==> src/rtl/prom_burst_reader_if.sv <==
// Handshake and PROM bus bundle for prom_burst_reader.
// The slave side is the burst reader itself. The master side is whatever issues
// bursts, supplies PROM data and consumes the word stream.
interface prom_burst_reader_if #(
    parameter int AW = 5,
    parameter int DW = 8
);
    // Burst request
    logic          start;
    logic [AW-1:0] base;
    logic [AW:0]   len;

    // PROM side
    logic [AW-1:0] rom_a;
    logic          rom_cs_;
    logic [DW-1:0] rom_q;

    // Output stream and status
    logic [DW-1:0] dout;
    logic          dout_valid;
    logic          dout_ready;
    logic          busy;
    logic          done;
    logic [DW-1:0] csum;

    modport slave (
        input  start, base, len, rom_q, dout_ready,
        output rom_a, rom_cs_, dout, dout_valid, busy, done, csum
    );

    modport master (
        output start, base, len, rom_q, dout_ready,
        input  rom_a, rom_cs_, dout, dout_valid, busy, done, csum
    );
endinterface

==> src/rtl/prom_burst_reader.sv <==
// Burst reader for a 32x8 bipolar mapping PROM.
// It fetches len consecutive words starting at base. Addresses wrap at 2**AW.
// Each fetch holds chip select for WAIT+1 cycles, then samples rom_q. The
// fetched word goes out on a valid/ready stream, and a running checksum of the
// burst is kept alongside it.
module prom_burst_reader #(
    parameter int AW   = 5,
    parameter int DW   = 8,
    parameter int WAIT = 1
) (
    input  logic                clk,
    input  logic                rst,
    prom_burst_reader_if.slave  bus
);
    localparam logic [3:0]  WAIT_CNT = 4'(WAIT);
    localparam logic [AW:0] ONE_LEFT = (AW+1)'(1);

    typedef enum logic [1:0] {
        S_IDLE,
        S_ACCESS,
        S_OUTPUT,
        S_DONE
    } state_t;

    state_t        state_q, state_d;
    logic [AW-1:0] addr_q, addr_d;
    logic [AW:0]   remaining_q, remaining_d;
    logic [3:0]    wcnt_q, wcnt_d;
    logic [DW-1:0] dout_q, dout_d;
    logic [DW-1:0] csum_q, csum_d;
    logic          dout_valid_q, dout_valid_d;
    logic          rom_cs_q, rom_cs_d;
    logic          busy_q, busy_d;
    logic          done_q, done_d;

    // Next-state and datapath decode. Every output is derived from the next state,
    // so each output is registered and lines up with the state it belongs to.
    always_comb begin
        // NOTE: every signal gets a default first, so no path can leave one unassigned and infer a latch.
        state_d     = state_q;
        addr_d      = addr_q;
        remaining_d = remaining_q;
        wcnt_d      = wcnt_q;
        dout_d      = dout_q;
        csum_d      = csum_q;

        case (state_q)
            S_IDLE: begin
                if (bus.start) begin
                    csum_d = '0;
                    if (bus.len != '0) begin
                        addr_d      = bus.base;
                        remaining_d = bus.len;
                        wcnt_d      = WAIT_CNT;
                        state_d     = S_ACCESS;
                    end else begin
                        state_d = S_DONE;
                    end
                end
            end
            S_ACCESS: begin
                if (wcnt_q != 4'd0) begin
                    wcnt_d = wcnt_q - 4'd1;
                end else begin
                    dout_d  = bus.rom_q;
                    csum_d  = csum_q + bus.rom_q;
                    state_d = S_OUTPUT;
                end
            end
            S_OUTPUT: begin
                if (dout_valid_q && bus.dout_ready) begin
                    addr_d      = addr_q + 1'b1;
                    remaining_d = remaining_q - ONE_LEFT;
                    if (remaining_q == ONE_LEFT) begin
                        state_d = S_DONE;
                    end else begin
                        wcnt_d  = WAIT_CNT;
                        state_d = S_ACCESS;
                    end
                end
            end
            S_DONE: begin
                state_d = S_IDLE;
            end
            default: begin
                state_d = S_IDLE;
            end
        endcase

        rom_cs_d     = (state_d != S_ACCESS);
        dout_valid_d = (state_d == S_OUTPUT);
        busy_d       = (state_d != S_IDLE);
        done_d       = (state_d == S_DONE);
    end

    // State and output registers. Reset abandons any burst in flight.
    always_ff @(posedge clk or posedge rst) begin
        if (rst) begin
            state_q      <= S_IDLE;
            addr_q       <= '0;
            remaining_q  <= '0;
            wcnt_q       <= '0;
            dout_q       <= '0;
            csum_q       <= '0;
            dout_valid_q <= 1'b0;
            rom_cs_q     <= 1'b1;
            busy_q       <= 1'b0;
            done_q       <= 1'b0;
        end else begin
            // NOTE: non-blocking assignments here, so every flop samples the pre-edge values of the others.
            state_q      <= state_d;
            addr_q       <= addr_d;
            remaining_q  <= remaining_d;
            wcnt_q       <= wcnt_d;
            dout_q       <= dout_d;
            csum_q       <= csum_d;
            dout_valid_q <= dout_valid_d;
            rom_cs_q     <= rom_cs_d;
            busy_q       <= busy_d;
            done_q       <= done_d;
        end
    end

    assign bus.rom_a      = addr_q;
    assign bus.rom_cs_    = rom_cs_q;
    assign bus.dout       = dout_q;
    assign bus.dout_valid = dout_valid_q;
    assign bus.busy       = busy_q;
    assign bus.done       = done_q;
    assign bus.csum       = csum_q;
endmodule

==> src/flat_wrapper.sv <==
// flat-port wrapper written by rule: the top's interface ports become plain ports
module prom_burst_reader_flat 
#(
    parameter int AW   = 5,
    parameter int DW   = 8,
    parameter int WAIT = 1
)
  (clk, rst, bus_start, bus_base, bus_len, bus_rom_q, bus_dout_ready, bus_rom_a, bus_rom_cs_, bus_dout, bus_dout_valid, bus_busy, bus_done, bus_csum);
  prom_burst_reader_if #(.AW(AW), .DW(DW)) bus_i ();
  input  logic clk;
  input  logic rst;
  input wire logic [$bits(bus_i.start)-1:0] bus_start;
  input wire logic [$bits(bus_i.base)-1:0] bus_base;
  input wire logic [$bits(bus_i.len)-1:0] bus_len;
  input wire logic [$bits(bus_i.rom_q)-1:0] bus_rom_q;
  input wire logic [$bits(bus_i.dout_ready)-1:0] bus_dout_ready;
  output wire logic [$bits(bus_i.rom_a)-1:0] bus_rom_a;
  output wire logic [$bits(bus_i.rom_cs_)-1:0] bus_rom_cs_;
  output wire logic [$bits(bus_i.dout)-1:0] bus_dout;
  output wire logic [$bits(bus_i.dout_valid)-1:0] bus_dout_valid;
  output wire logic [$bits(bus_i.busy)-1:0] bus_busy;
  output wire logic [$bits(bus_i.done)-1:0] bus_done;
  output wire logic [$bits(bus_i.csum)-1:0] bus_csum;
  assign bus_i.start = bus_start;
  assign bus_i.base = bus_base;
  assign bus_i.len = bus_len;
  assign bus_i.rom_q = bus_rom_q;
  assign bus_i.dout_ready = bus_dout_ready;
  assign bus_rom_a = bus_i.rom_a;
  assign bus_rom_cs_ = bus_i.rom_cs_;
  assign bus_dout = bus_i.dout;
  assign bus_dout_valid = bus_i.dout_valid;
  assign bus_busy = bus_i.busy;
  assign bus_done = bus_i.done;
  assign bus_csum = bus_i.csum;
  prom_burst_reader #(.AW(AW), .DW(DW), .WAIT(WAIT)) u_core (.clk(clk), .rst(rst), .bus(bus_i));
endmodule
==> config.mk <==
export PLATFORM = sky130hd
export DESIGN_NAME = prom_burst_reader_flat
export DESIGN_NICKNAME = d
export VERILOG_FILES = /design/src/rtl/prom_burst_reader_if.sv /design/src/rtl/prom_burst_reader.sv /design/src/flat_wrapper.sv
export SDC_FILE = /design/constraint.sdc
export NUM_CORES = 1
export LEC_CHECK = 0
export CAP_MARGIN = 0
export CELL_PAD_IN_SITES_DETAIL_PLACEMENT = 1
export CELL_PAD_IN_SITES_GLOBAL_PLACEMENT = 2
export CORE_UTILIZATION = 28
export CTS_CLUSTER_SIZE = 8
export DETAILED_ROUTE_END_ITERATION = 8
export PLACE_DENSITY_LB_ADDON = 0.1
export SKIP_CTS_REPAIR_TIMING = 1
export SLEW_MARGIN = 15
export SYNTH_ARGS = -nofsm -noshare
export SYNTH_HDL_FRONTEND = slang
export SYNTH_SLANG_ARGS = --single-unit
==> constraint.sdc <==
create_clock -name clk -period 1.7 [get_ports clk]
set_input_delay 0.255 -clock clk [delete_from_list [all_inputs] [get_ports clk]]
set_output_delay 0.255 -clock clk [all_outputs]
set_load 0.005 [all_outputs]
# Yosys cells after proc, flatten, opt, wreduce, memory -nomap -nowiden
# Index checks and enable logic that the tools add are counted.
# word_totals
input_bits	23
register_bits	37
# classes
mux	23
bitwise	1
n_eq_ne	13
reduce_logical	12
add_sub_neg	4
# ops
cell	count
$mux W4	5
$mux W6	3
$mux W8	2
$pmux W8 S2	1
$mux W5	3
$pmux W4 S3	1
$pmux W6 S2	1
$mux W2	5
$pmux W5 S2	1
$add A8 B8 Y8	1
$eq A2 B2 Y1 const B	4
$ne A2 B1 Y1 const B	4
$pmux W2 S4	1
$eq A6 B1 Y1 const B	1
$ne A2 B2 Y1 const B	3
$reduce_and A6 Y1	1
$reduce_bool A2 Y1	3
$reduce_bool A6 Y1	1
$sub A6 B1 Y6 const B	1
$add A5 B1 Y5 const B	1
$reduce_and A4 Y1	1
$reduce_bool A4 Y1	1
$sub A4 B1 Y4 const B	1
$reduce_and A3 Y1	1
6 further kinds	6

# Logic depth before layout (Yosys ltp)
# logic_depth
ltp_word	5
depth_mapped	8
depth_no_buf	8

# Worst setup path after synthesis
# Ideal clock, no wire load.
# synth_path
kind	reg-to-reg
from	reg u_core.csum_q[0] (netlist: u_core.bus.csum[0])
to	reg u_core.csum_q[6] (netlist: u_core.bus.csum[6])
t_required_ns	1.570
setup_slack_ns	-0.096
path_buffers	0
arrival_time_ns	1.667
synth_period_minus_slack_ns	1.796
path_stages_with_launch	8
cell_sequence	dfrtp_1 ha_1 fa_1 a21o_1 a21o_1 a21oi_1 or4b_1 nand3_1
# synth_via
elab_chain_len	3
# synth_lines
item	line_no	source
from (decl)	prom_burst_reader.sv:30	logic [DW-1:0] csum_q, csum_d;
from (signal assigned)	prom_burst_reader.sv:116	csum_q <= csum_d;
$add A8 B8 Y8	prom_burst_reader.sv:66	csum_d = csum_q + bus.rom_q;
$mux W8	prom_burst_reader.sv:62	if (wcnt_q != 4'd0) begin
$pmux W8 S2	prom_burst_reader.sv:47	case (state_q)
# Every way passes these cells. The select of a mux whose other input is x is not followed.
# A chain may end at the register's enable or synchronous reset.

# Worst setup path in the final report
# layout_path
from	reg u_core.csum_q[0] (netlist: u_core.bus.csum[0])
to	reg u_core.csum_q[4] (netlist: u_core.bus.csum[4])
# Same word-level chain as after synthesis.

==> run metrics <==
Slew Limit Fails=0; core area=7250 um^2; Vias/cell=4.56; dpl hpwl=4.08 mm; CP dominant cell by count=a21o_1; worst skew pair latency=0.29 ns; ant diodes=0; CTS Buf Count=5; port bufs=47; vias in the first global route=1869; Longest Clk Path Bufs=2; syn nets=244; Critical Path, Cell by Cell=ha_4 -> fa_2 -> a21o_1 -> a21o_1 -> buf_4 -> xnor2_2 -> o21ai_1; Synth warnings=0; fraction of the yosys area taken by sequential cells=44.2%; final core utilization=43.9%; crit path DAT=1.96 ns; Tcrit/Tclk final=102%; clock sinks=37; crit-path max FO=3; Placement Rows=31; CTS root buffer=clkbuf_8; drt first pass iters=4; status=finished with violations; Final #Nets=332; htree depth=2; first-pass GRT wire length=8.84 mm; # DRC=0; Synth area leader=dfrtp_1; post-synthesis adder-cell area fraction=8.10%; Cell Area, Synth=2100 um^2; largest net degree at the start of global routing=38; Final Critical Period=1.73 ns; Worst Slack Setup Final=-0.0345 ns; Die Y=88.6 um; min-delay worst type=primary input to asynchronous set/reset pin; Unique masters post-synth=50; Max-Cap Viols=0; Yosys reg bits=37; detailed-route wire length per cell=13.7 um; num ports=48; Die Area=7850 um^2; GP Congestion=0.738; Simple-Gate Fraction of Synth Area=18.4%; Compound-Gate Fraction of Synth Area=18.1%; Initial Util=28.9%; gr ovfl total=0; CP Capture Type=flip-flop; violated checks=setup timing; total number of vias=1806; multiplexer area fraction after synthesis=5.18%; pwr dens=1620 nW/um^2; ys flop type=dfrtp_1; Lkg Pwr=1.41 nW; die width=88.6 um; asr flop ratio synth=100%; CTS tree=yes; Synth top area share=42.9%; DR iter-0 viols=33; Area Overhead vs Synth=51.6%; largest cells by area after synthesis=dfrtp_1, ha_1, a21oi_1, nand2_1, mux2_2; final-report hold violation count=0; RSZ-0062 raised after global routing=true; Data required, critical path=1.92 ns; top cells by count, synth=dfrtp_1, nand2_1, a21oi_1; launching element type of the critical path=flip-flop; Max stage delay cell, worst path=dfrtp_1; share of cells above drive strength 1=28.3%; EDFF count, synth=0; switching share of power=35.2%; Internal=0.00333 W; cell with the most instances after synthesis=dfrtp_1; final setup violation count=3; Final ANT Viol Nets=0; slew margin rel.=77.0%; final WL=5.44 mm; Clock transition at path regs=0.08 ns; Synth Area per Inst=10.1 um^2; Comb power frac=53.5%; Post-Synth XOR/XNOR Area=1.67%; VDD IR-drop max=541 uV; Synth Instances=208; Net Switching=0.00181 W; peak per-stage delay on the critical path=0.43 ns; pre-CTS setup slack=-0.375 ns; initial antenna violation count=0; Max Clk Rate=577 MHz; sequential share of power=30.7%; Cells after DPL=386; worst setup path class=flip-flop to flip-flop; fin cells=396; GRT Overall Usage=14.8%; main combinational cell family by area after synthesis=simple AND/OR/NAND/NOR gates; Worst-Margin Slew=0.342 ns; clock share of power=15.9%; worst clock skew=0.00359 ns
[power groups by stage]
stage	combinational, W	sequential (W)	clock (W)
after floorplan	0.00139	0.00158	0
after global placement	0.00263	0.00158	0
after detailed placement	0.00266	0.00159	0
after CTS	0.00267	0.00158	0.000854
after global routing	0.00307	0.00165	0.000881
final	0.00275	0.00158	0.000816
[registers in the layout (all words and copies together), names as in the netlist]
register,flops
u_core.wcnt_q,4
u_core.bus.dout,8
u_core.bus.rom_cs_,1
u_core.bus.dout_valid,1
u_core.bus.busy,1
u_core.state_q,2
u_core.bus.rom_a,5
u_core.bus.csum,8
u_core.bus.done,1
u_core.remaining_q,6
[per-stage QoR]
step / area, um^2 / hold slack (ns) / total power (W) / setup TNS [ns]
final: 3180 / 0.314 / 0.00514 / -0.0803
after global routing: 3180 / 0.326 / 0.00560 / -0.432
after CTS: 3070 / 0.317 / 0.00510 / -0.175
after detailed placement: 2950 / 0.469 / 0.00425 / -5.60
after global placement: 2950 / 0.475 / 0.00422 / -5.31
after floorplan: 2100 / 0.405 / 0.00297 / 0
[layout make-up]
| cell class | instances | area, um^2 |
|---|---|---|
| Fill cell | 820 | 4070 |
| Multi-Input combinational cell | 154 | 1170 |
| Clock inverter | 2 | 37.5 |
| Timing Repair Buffer | 89 | 805 |
| Tap cell | 99 | 124 |
| Clock buffer | 6 | 82.6 |
| Sequential cell | 37 | 927 |
| Inverter | 9 | 35.0 |
[metal layers]
| layer | wire length [um] | vias to the layer above | GRT usage, % |
|---|---|---|---|
| li1 | - | 919 | - |
| met1 | 2470 | 856 | 18.3 |
| met2 | 2720 | 27 | 25.7 |
| met3 | 194 | 4 | 3.36 |
| met4 | 53 | 0 | 4.40 |
| met5 | 0 | - | 0 |
[critical path, delay by kind of cell, from the launching register on]
family | cells | cell delay, ns
AO/OA/AOI/OAI | 3 | 0.45
XOR/XNOR | 1 | 0.12
adder cells (fa/ha/maj) | 2 | 0.54
buffers and inverters | 1 | 0.14
flip-flops | 1 | 0.43
[final timing paths]
path / startpoint / end / slack, ns / cells after the start
worst min register to register: u_core.bus.dout[7] / u_core.bus.dout[7] / 0.49 / 1
worst max-delay path: u_core.bus.csum[0] / u_core.bus.csum[4] / -0.03 / 7
worst min-delay path: rst / u_core.bus.dout[5] / 0.31 / 3
worst max register to register: u_core.bus.csum[0] / u_core.bus.csum[4] / -0.03 / 7
max in group asynchronous: rst / u_core.bus.rom_cs_ / 1.13 / 3
min in group clk: bus_rom_q[0] / u_core.bus.dout[0] / 0.33 / 2
[layout by cell type, fill, tap and decap left out, types with 3 or more instances in the layout]
cell             instances
nand2_1                 22
mux2i_1                  3
o22ai_1                  3
buf_4                   40
dfrtp_1                 36
nor3b_1                  4
ha_1                     9
nor2_1                   8
nand3_1                 12
clkdlybuf4s50_1         46
a21oi_1                 18
inv_1                    7
a21oi_2                  3
mux2_2                   7
o21ai_0                 12
o21ai_1                  4
a21o_1                   4
clkbuf_8                 6
[kinds of logic (layout without fill, tap and decap cells)]
group                      Yosys count  count (layout)
AOI/OAI and AO/OA                   59              59
xor gates and xnor gates             4               4
adders and majority gates           13              13
buffers and inverters               17             106
DFF                                 37              37
muxes                               10              10
and+or+nand+nor                     68              68
No activity file was read; power rests on OpenSTA's default activity.
